===== config.mk =====
export PLATFORM = sky130hd
export DESIGN_NAME = ahb_stream_fifo_bridge
export DESIGN_NICKNAME = d
export VERILOG_FILES = /design/src/rtl/ahb_stream_fifo_bridge.sv
export SDC_FILE = /design/constraint.sdc
export NUM_CORES = 1
export LEC_CHECK = 0
export BUFFER_PORTS_ARGS = -buffer_cell sky130_fd_sc_hd__buf_2
export CORE_MARGIN = 2
export CORE_UTILIZATION = 50
export DETAILED_ROUTE_END_ITERATION = 6
export PLACE_DENSITY = 0.78
export SLEW_MARGIN = 20
export SYNTH_ARGS = -nofsm -noshare
export SYNTH_HDL_FRONTEND = slang
export SYNTH_SLANG_ARGS = --single-unit

===== constraint.sdc =====
create_clock -name HCLK -period 31.4 [get_ports HCLK]
set_input_delay 6.28 -clock HCLK [delete_from_list [all_inputs] [get_ports HCLK]]
set_output_delay 6.28 -clock HCLK [all_outputs]
set_load 0.01 [all_outputs]

===== src/rtl/ahb_stream_fifo_bridge.sv =====
// AHB-Lite slave that bridges a small register map onto a TX and an RX stream FIFO,
// with backpressure, two-cycle ERROR responses and an internal loopback path.
module ahb_stream_fifo_bridge #(
  parameter int DATA_WIDTH = 16,
  parameter int DEPTH      = 8,
  parameter int CNT_W      = $clog2(DEPTH) + 1
) (
  input  logic                  HCLK,
  input  logic                  HRESET,
  input  logic                  HSEL,
  input  logic [31:0]           HADDR,
  input  logic [1:0]            HTRANS,
  input  logic                  HWRITE,
  input  logic [31:0]           HWDATA,
  input  logic                  HREADY,
  output logic                  HREADYOUT,
  output logic [1:0]            HRESP,
  output logic [31:0]           HRDATA,
  input  logic [DATA_WIDTH-1:0] din,
  input  logic                  din_valid,
  output logic                  din_ready,
  output logic [DATA_WIDTH-1:0] dout,
  output logic                  dout_valid,
  input  logic                  dout_ready,
  input  logic                  testmodep
);
  localparam int AW = $clog2(DEPTH);
  localparam logic [CNT_W-1:0] FULL_CNT = CNT_W'(DEPTH);

  typedef enum logic [1:0] {REG_DATA, REG_STATUS, REG_CTRL, REG_RSVD} reg_addr_t;
  typedef enum logic [1:0] {S_OKAY, S_ERR1, S_ERR2} state_t;

  state_t          r_state, w_state_nx;
  reg_addr_t       w_addr, r_waddr;
  logic            r_wpend, r_ovf, r_live;
  logic [1:0]      r_ctrl;
  logic [31:0]     r_hrdata, w_rdata;

  logic [DATA_WIDTH-1:0] r_tx_mem [DEPTH];
  logic [DATA_WIDTH-1:0] r_rx_mem [DEPTH];
  logic [AW-1:0]         r_tx_wr, r_tx_rd, r_rx_wr, r_rx_rd;
  logic [CNT_W-1:0]      r_tx_cnt, r_rx_cnt;
  logic [DATA_WIDTH-1:0] w_rx_wdata;

  logic w_acc, w_err, w_rd, w_wr_apply, w_loop_on, w_stream, w_loop_mv;
  logic w_tx_push, w_tx_pop, w_rx_push, w_rx_pop;
  logic w_tx_empty, w_tx_full, w_rx_empty, w_rx_full, w_tx_full_eff;
  logic w_unused;

  assign w_unused   = ^{HADDR[31:4], HADDR[1:0], HTRANS[0], HWDATA};
  assign w_addr     = reg_addr_t'(HADDR[3:2]);
  assign w_acc      = HSEL & HREADY & HTRANS[1];
  assign w_tx_empty = (r_tx_cnt == '0);
  assign w_rx_empty = (r_rx_cnt == '0);
  assign w_tx_full  = (r_tx_cnt == FULL_CNT);
  assign w_rx_full  = (r_rx_cnt == FULL_CNT);

  // A DATA write still in its data phase counts towards TX occupancy.
  assign w_wr_apply    = r_wpend & HREADY;
  assign w_tx_push     = w_wr_apply & (r_waddr == REG_DATA);
  assign w_tx_full_eff = ((r_tx_cnt + CNT_W'(w_tx_push)) == FULL_CNT);

  assign w_err = (w_addr == REG_RSVD)
               | ((w_addr == REG_DATA) & ~HWRITE & w_rx_empty)
               | ((w_addr == REG_DATA) & HWRITE & w_tx_full_eff);
  assign w_rd     = w_acc & ~HWRITE & ~w_err;
  assign w_rx_pop = w_rd & (w_addr == REG_DATA);

  // r_live keeps the stream handshakes quiet while reset is asserted.
  assign w_loop_on  = r_live & r_ctrl[0] & (r_ctrl[1] | testmodep);
  assign w_stream   = r_live & r_ctrl[0] & ~(r_ctrl[1] | testmodep);
  assign dout       = r_tx_mem[r_tx_rd];
  assign dout_valid = w_stream & ~w_tx_empty;
  assign din_ready  = w_stream & (~w_rx_full | w_rx_pop);
  assign w_loop_mv  = w_loop_on & ~w_tx_empty & (~w_rx_full | w_rx_pop);
  assign w_tx_pop   = (dout_valid & dout_ready) | w_loop_mv;
  assign w_rx_push  = (din_valid & din_ready) | w_loop_mv;
  assign w_rx_wdata = w_loop_on ? dout : din;
  assign HRDATA     = r_hrdata;

  always_comb begin
    w_rdata = '0;
    unique case (w_addr)
      REG_DATA:   w_rdata = 32'(r_rx_mem[r_rx_rd]);
      REG_STATUS: w_rdata = {8'h00, 8'(r_tx_cnt), 8'(r_rx_cnt), 5'h00, r_ovf, w_tx_full, w_rx_empty};
      REG_CTRL:   w_rdata = {30'h0, r_ctrl};
      default:    w_rdata = '0;
    endcase
  end

  always_ff @(posedge HCLK or posedge HRESET) begin
    if (HRESET) r_state <= S_OKAY;
    else        r_state <= w_state_nx;
  end

  always_comb begin
    w_state_nx = r_state;
    HREADYOUT  = 1'b1;
    HRESP      = 2'b00;
    unique case (r_state)
      S_ERR1: begin
        HREADYOUT  = 1'b0;
        HRESP      = 2'b01;
        w_state_nx = S_ERR2;
      end
      S_ERR2: begin
        HRESP      = 2'b01;
        w_state_nx = (w_acc & w_err) ? S_ERR1 : S_OKAY;
      end
      default: w_state_nx = (w_acc & w_err) ? S_ERR1 : S_OKAY;
    endcase
  end

  always_ff @(posedge HCLK or posedge HRESET) begin
    if (HRESET) begin
      r_wpend  <= 1'b0;
      r_waddr  <= REG_DATA;
      r_hrdata <= '0;
      r_ctrl   <= 2'b01;
      r_ovf    <= 1'b0;
      r_live   <= 1'b0;
    end else begin
      r_live <= 1'b1;
      if (HREADY) begin
        r_wpend <= w_acc & HWRITE & ~w_err;
        r_waddr <= w_addr;
      end
      if (w_rd) r_hrdata <= w_rdata;
      if (w_wr_apply && r_waddr == REG_CTRL) r_ctrl <= HWDATA[1:0];
      // A fresh overflow wins over a simultaneous W1C clear.
      if (w_stream & din_valid & ~din_ready)                      r_ovf <= 1'b1;
      else if (w_wr_apply && r_waddr == REG_STATUS && HWDATA[2]) r_ovf <= 1'b0;
    end
  end

  always_ff @(posedge HCLK or posedge HRESET) begin
    if (HRESET) begin
      for (int unsigned i = 0; i < DEPTH; i++) r_tx_mem[i] <= '0;
      r_tx_wr  <= '0;
      r_tx_rd  <= '0;
      r_tx_cnt <= '0;
    end else begin
      if (w_tx_push) begin
        r_tx_mem[r_tx_wr] <= HWDATA[DATA_WIDTH-1:0];
        r_tx_wr           <= r_tx_wr + AW'(1);
      end
      if (w_tx_pop) r_tx_rd <= r_tx_rd + AW'(1);
      r_tx_cnt <= r_tx_cnt + CNT_W'(w_tx_push) - CNT_W'(w_tx_pop);
    end
  end

  always_ff @(posedge HCLK or posedge HRESET) begin
    if (HRESET) begin
      for (int unsigned i = 0; i < DEPTH; i++) r_rx_mem[i] <= '0;
      r_rx_wr  <= '0;
      r_rx_rd  <= '0;
      r_rx_cnt <= '0;
    end else begin
      if (w_rx_push) begin
        r_rx_mem[r_rx_wr] <= w_rx_wdata;
        r_rx_wr           <= r_rx_wr + AW'(1);
      end
      if (w_rx_pop) r_rx_rd <= r_rx_rd + AW'(1);
      r_rx_cnt <= r_rx_cnt + CNT_W'(w_rx_push) - CNT_W'(w_rx_pop);
    end
  end
endmodule


==> results_dict.tcl <==
set metrics [dict create \
    area_growth_pct 12.7 \
    async_flop_share 1.00 \
    buffer_ports.inserted 82 \
    routed_via_density 5.68 \
    timing.critical_path.fanout_max 12 \
    setup-tns-final_ps 0 \
    design.core.area_mm2 0.0287 \
    io_pins 143 \
    globalRouteMet2Util 0.363 \
    route.detailed.wl_per_inst_um 20.8 \
    cp-end-kind "primary output" \
    post-dp-hpwl_mm 19.3 \
    start_util 0.507 \
    cts_hold_repair.buffers 0 \
    met1_usage 0.277 \
    fin_total_pwr_mw 1.22 \
    final_cell_area_mm2 0.0164 \
    postCtsSetupBuffers 0 \
    total_setup_violations_reported_at_the_end_of_the_flow 0 \
    worst_ep_required_time_ps 25120 \
    dominantRegCellSynth "sky130_fd_sc_hd__dfrtp_1" \
    layout.core_utilization 0.572 \
    worst_clock_skew_ps 14.0 \
    cts_buffers 31 \
    syn-mean-instance-area_um2 14.4 \
    drt_iter0_markers 537 \
    final-hold-violation-count 0 \
    yosys_register_bits 305 \
    start_kind "input port" \
    period_needed_ps 13740 \
    multiInputGateArea_mm2 0.00656 \
    yosys_warnings 0 \
    peak_usage_layer_in_the_global_routing_report "met2" \
    use_met3 0.0324 \
    rsz0062_at_grt "false" \
    ys_types 64 \
    dieHeight_um 175 \
    cellPowerDensity_mw_per_mm2 74.2 \
    ir_worst_vdd_uv 54.3 \
    maxCapViolCount 0 \
    nNetsFinal 1197 \
    number_of_antenna_violations_at_the_first_check_in_global_routing 2 \
    drive_above_1_share 0.465 \
    detail_route.first_pass.iterations 4 \
    sink_count 305 \
    clock_latency_of_the_later_clocked_register_in_the_worst_skew_pair_ps 550 \
    placement_rows 62 \
    fp.dieW_um 175 \
    drt_total_wl_mm 31.2 \
    hold_class "reg2reg" \
    leakage_nw 8.05 \
    global_route.overflow_total 0 \
    final_antenna_net_count 0 \
    finalWeightedCongestion 0.757 \
    run_status "completed" \
    max_slew.worst_pin.slew_ps 1160 \
    first_global_vias 9055 \
    cts_tree "done" \
    area.sequential_mm2 0.00763 \
    maxSlewHeadroom 0.220 \
    timing.fmax_mhz 72.8 \
    drc 0 \
    synth-edff-count 0 \
    cp_data_arrival_time_ps 7460 \
    slew_violations 0 \
    filler_cell_count 2292 \
    placement.cell_area_mm2 0.0153 \
    die_area_mm2 0.0305 \
    cts_repair_resize_count 0 \
    routed-via-count 8509 \
    final_worst_path_period_share 0.438 \
    cts_buffer_depth 3 \
    maximum_level_of_the_cts_h_tree 1 \
    cts.clk_slew.worst_paths_ps 60 \
    globalRouteTotalUtil 0.209 \
    pin_count_of_the_biggest_net_entering_global_routing 173 \
    critPathKind "in2out" \
    clock_tree.root_cell "sky130_fd_sc_hd__clkbuf_16" \
    grt_first_pass_wirelength_mm 50.1 \
    mappedNetlistArea_mm2 0.0146 \
    seq_area_frac_synth 0.524 \
    syn-instance-count 1011 \
]
state kept, by name, indices dropped and copies added, names as in the netlist, 3 cells and up:
signal	flops
r_rx_cnt	4
r_tx_cnt	4
HRDATA	20
r_rx_wr	3
r_tx_wr	3
r_tx_rd	3
r_rx_rd	3
r_rx_mem	128
r_tx_mem	128
cell usage in the layout, fill, tap and decap left out, types with 2 or more instances in the layout:
| cell type | Yosys | routed |
|---|---|---|
| sky130_fd_sc_hd__a211o_1 | 5 | 5 |
| sky130_fd_sc_hd__a22o_1 | 17 | 17 |
| sky130_fd_sc_hd__a32o_1 | 3 | 3 |
| sky130_fd_sc_hd__buf_2 | 17 | 82 |
| sky130_fd_sc_hd__buf_4 | 18 | 20 |
| sky130_fd_sc_hd__bufinv_16 | 0 | 3 |
| sky130_fd_sc_hd__clkbuf_1 | 19 | 4 |
| sky130_fd_sc_hd__clkbuf_16 | 0 | 31 |
| sky130_fd_sc_hd__clkbuf_8 | 0 | 13 |
| sky130_fd_sc_hd__clkinv_2 | 0 | 4 |
| sky130_fd_sc_hd__conb_1 | 2 | 14 |
| sky130_fd_sc_hd__dfrtp_1 | 304 | 303 |
| sky130_fd_sc_hd__ha_1 | 15 | 15 |
| sky130_fd_sc_hd__inv_1 | 16 | 15 |
| sky130_fd_sc_hd__mux2_2 | 256 | 256 |
| sky130_fd_sc_hd__mux2_4 | 40 | 40 |
| sky130_fd_sc_hd__mux2i_1 | 48 | 48 |
| sky130_fd_sc_hd__mux4_2 | 32 | 32 |
| sky130_fd_sc_hd__nand2_1 | 49 | 49 |
| sky130_fd_sc_hd__nand2b_1 | 4 | 4 |
| sky130_fd_sc_hd__nand3_1 | 4 | 4 |
| sky130_fd_sc_hd__nand3b_2 | 2 | 2 |
| sky130_fd_sc_hd__nor2_1 | 38 | 37 |
| sky130_fd_sc_hd__nor2b_1 | 4 | 4 |
| sky130_fd_sc_hd__nor3_1 | 2 | 2 |
| sky130_fd_sc_hd__nor3b_1 | 4 | 4 |
| sky130_fd_sc_hd__nor3b_2 | 2 | 2 |
| sky130_fd_sc_hd__nor4_4 | 3 | 3 |
| sky130_fd_sc_hd__nor4b_4 | 4 | 4 |
| sky130_fd_sc_hd__o21ai_0 | 14 | 14 |
| sky130_fd_sc_hd__o22ai_1 | 16 | 16 |
| sky130_fd_sc_hd__o31ai_1 | 16 | 6 |
| sky130_fd_sc_hd__o31ai_2 | 0 | 10 |
| sky130_fd_sc_hd__xnor2_1 | 4 | 4 |
| sky130_fd_sc_hd__xor2_1 | 9 | 9 |
final timing paths:
kind | start | endpoint | slack [ps] | cells past startpoint
worst max-delay path | HADDR[2] | din_ready | 17660 | 5
worst min-delay path | HRDATA[13] | HRDATA[13] | 480 | 2
worst max register to register | r_rx_cnt[2] | r_rx_cnt[2] | 28240 | 10
worst min register to register | HRDATA[13] | HRDATA[13] | 480 | 2
max in group asynchronous | HRESET | r_tx_rd[0] | 24060 | 3
min in group asynchronous | HRESET | r_waddr[0] | 5880 | 2
cells in the mapped netlist, types with 17 or more instances:
| master | number | share of area |
|---|---|---|
| sky130_fd_sc_hd__dfrtp_1 | 304 | 0.52 |
| sky130_fd_sc_hd__mux2_2 | 256 | 0.20 |
| sky130_fd_sc_hd__nand2_1 | 49 | 0.013 |
| sky130_fd_sc_hd__mux2i_1 | 48 | 0.033 |
| sky130_fd_sc_hd__mux2_4 | 40 | 0.041 |
| sky130_fd_sc_hd__nor2_1 | 38 | 0.0098 |
| sky130_fd_sc_hd__mux4_2 | 32 | 0.050 |
| sky130_fd_sc_hd__clkbuf_1 | 19 | 0.0049 |
| sky130_fd_sc_hd__buf_4 | 18 | 0.0093 |
| sky130_fd_sc_hd__a22o_1 | 17 | 0.010 |
| sky130_fd_sc_hd__buf_2 | 17 | 0.0058 |
where the power goes:
group | switching (mW) | internal [mW] | total [mW] | leakage (nW)
Combinational | 0.176 | 0.159 | 0.335 | 3.35
Clock | 0.151 | 0.235 | 0.386 | 0.538
Sequential | 0.0445 | 0.451 | 0.496 | 4.16
Total | 0.371 | 0.846 | 1.22 | 8.05
per-stage QoR:
stage	setup WS [ps]	cells	hold slack [ps]
2_1_floorplan	16690	1023	466
3_3_place_gp	17660	1442	460
3_5_place_dp	17660	1442	467
4_1_cts	17660	1498	481
5_1_grt	17630	1498	507
6_report	17660	1499	476
worst max-delay path: stages:
cell	delay [ps]
sky130_fd_sc_hd__buf_2	140
sky130_fd_sc_hd__or2_4	280
sky130_fd_sc_hd__o311a_4	440
sky130_fd_sc_hd__nor2_1	170
sky130_fd_sc_hd__buf_2	150
logic make-up (layout without fill, tap and decap cells):
logic type,count (synthesis),after routing,synth area share
buf+inv,84,175,0.0317
compound gates,82,82,0.0433
other cells,2,15,0.000516
fa+ha+maj,16,16,0.0143
xor+xnor,13,13,0.00782
flops,305,305,0.524
simple gates,133,133,0.0562
mux,376,376,0.322
final cells by class:
type,instances,share of cell area
sequential,305,0.465
multi-input combinational,634,0.400
clock buffer,48,0.0591
timing repair buffer,103,0.0354
tap,384,0.0293
clock inverter,8,0.00717
inverter,16,0.00412
antenna,1,0.000152
layer usage:
| metal | share of wire | wire [um] |
|---|---|---|
| met5 | 0.00086 | 27 |
| met4 | 0.020 | 639 |
| met3 | 0.038 | 1190 |
| met2 | 0.51 | 15900 |
| met1 | 0.43 | 13500 |
Power figures use the tool's default switching activity.
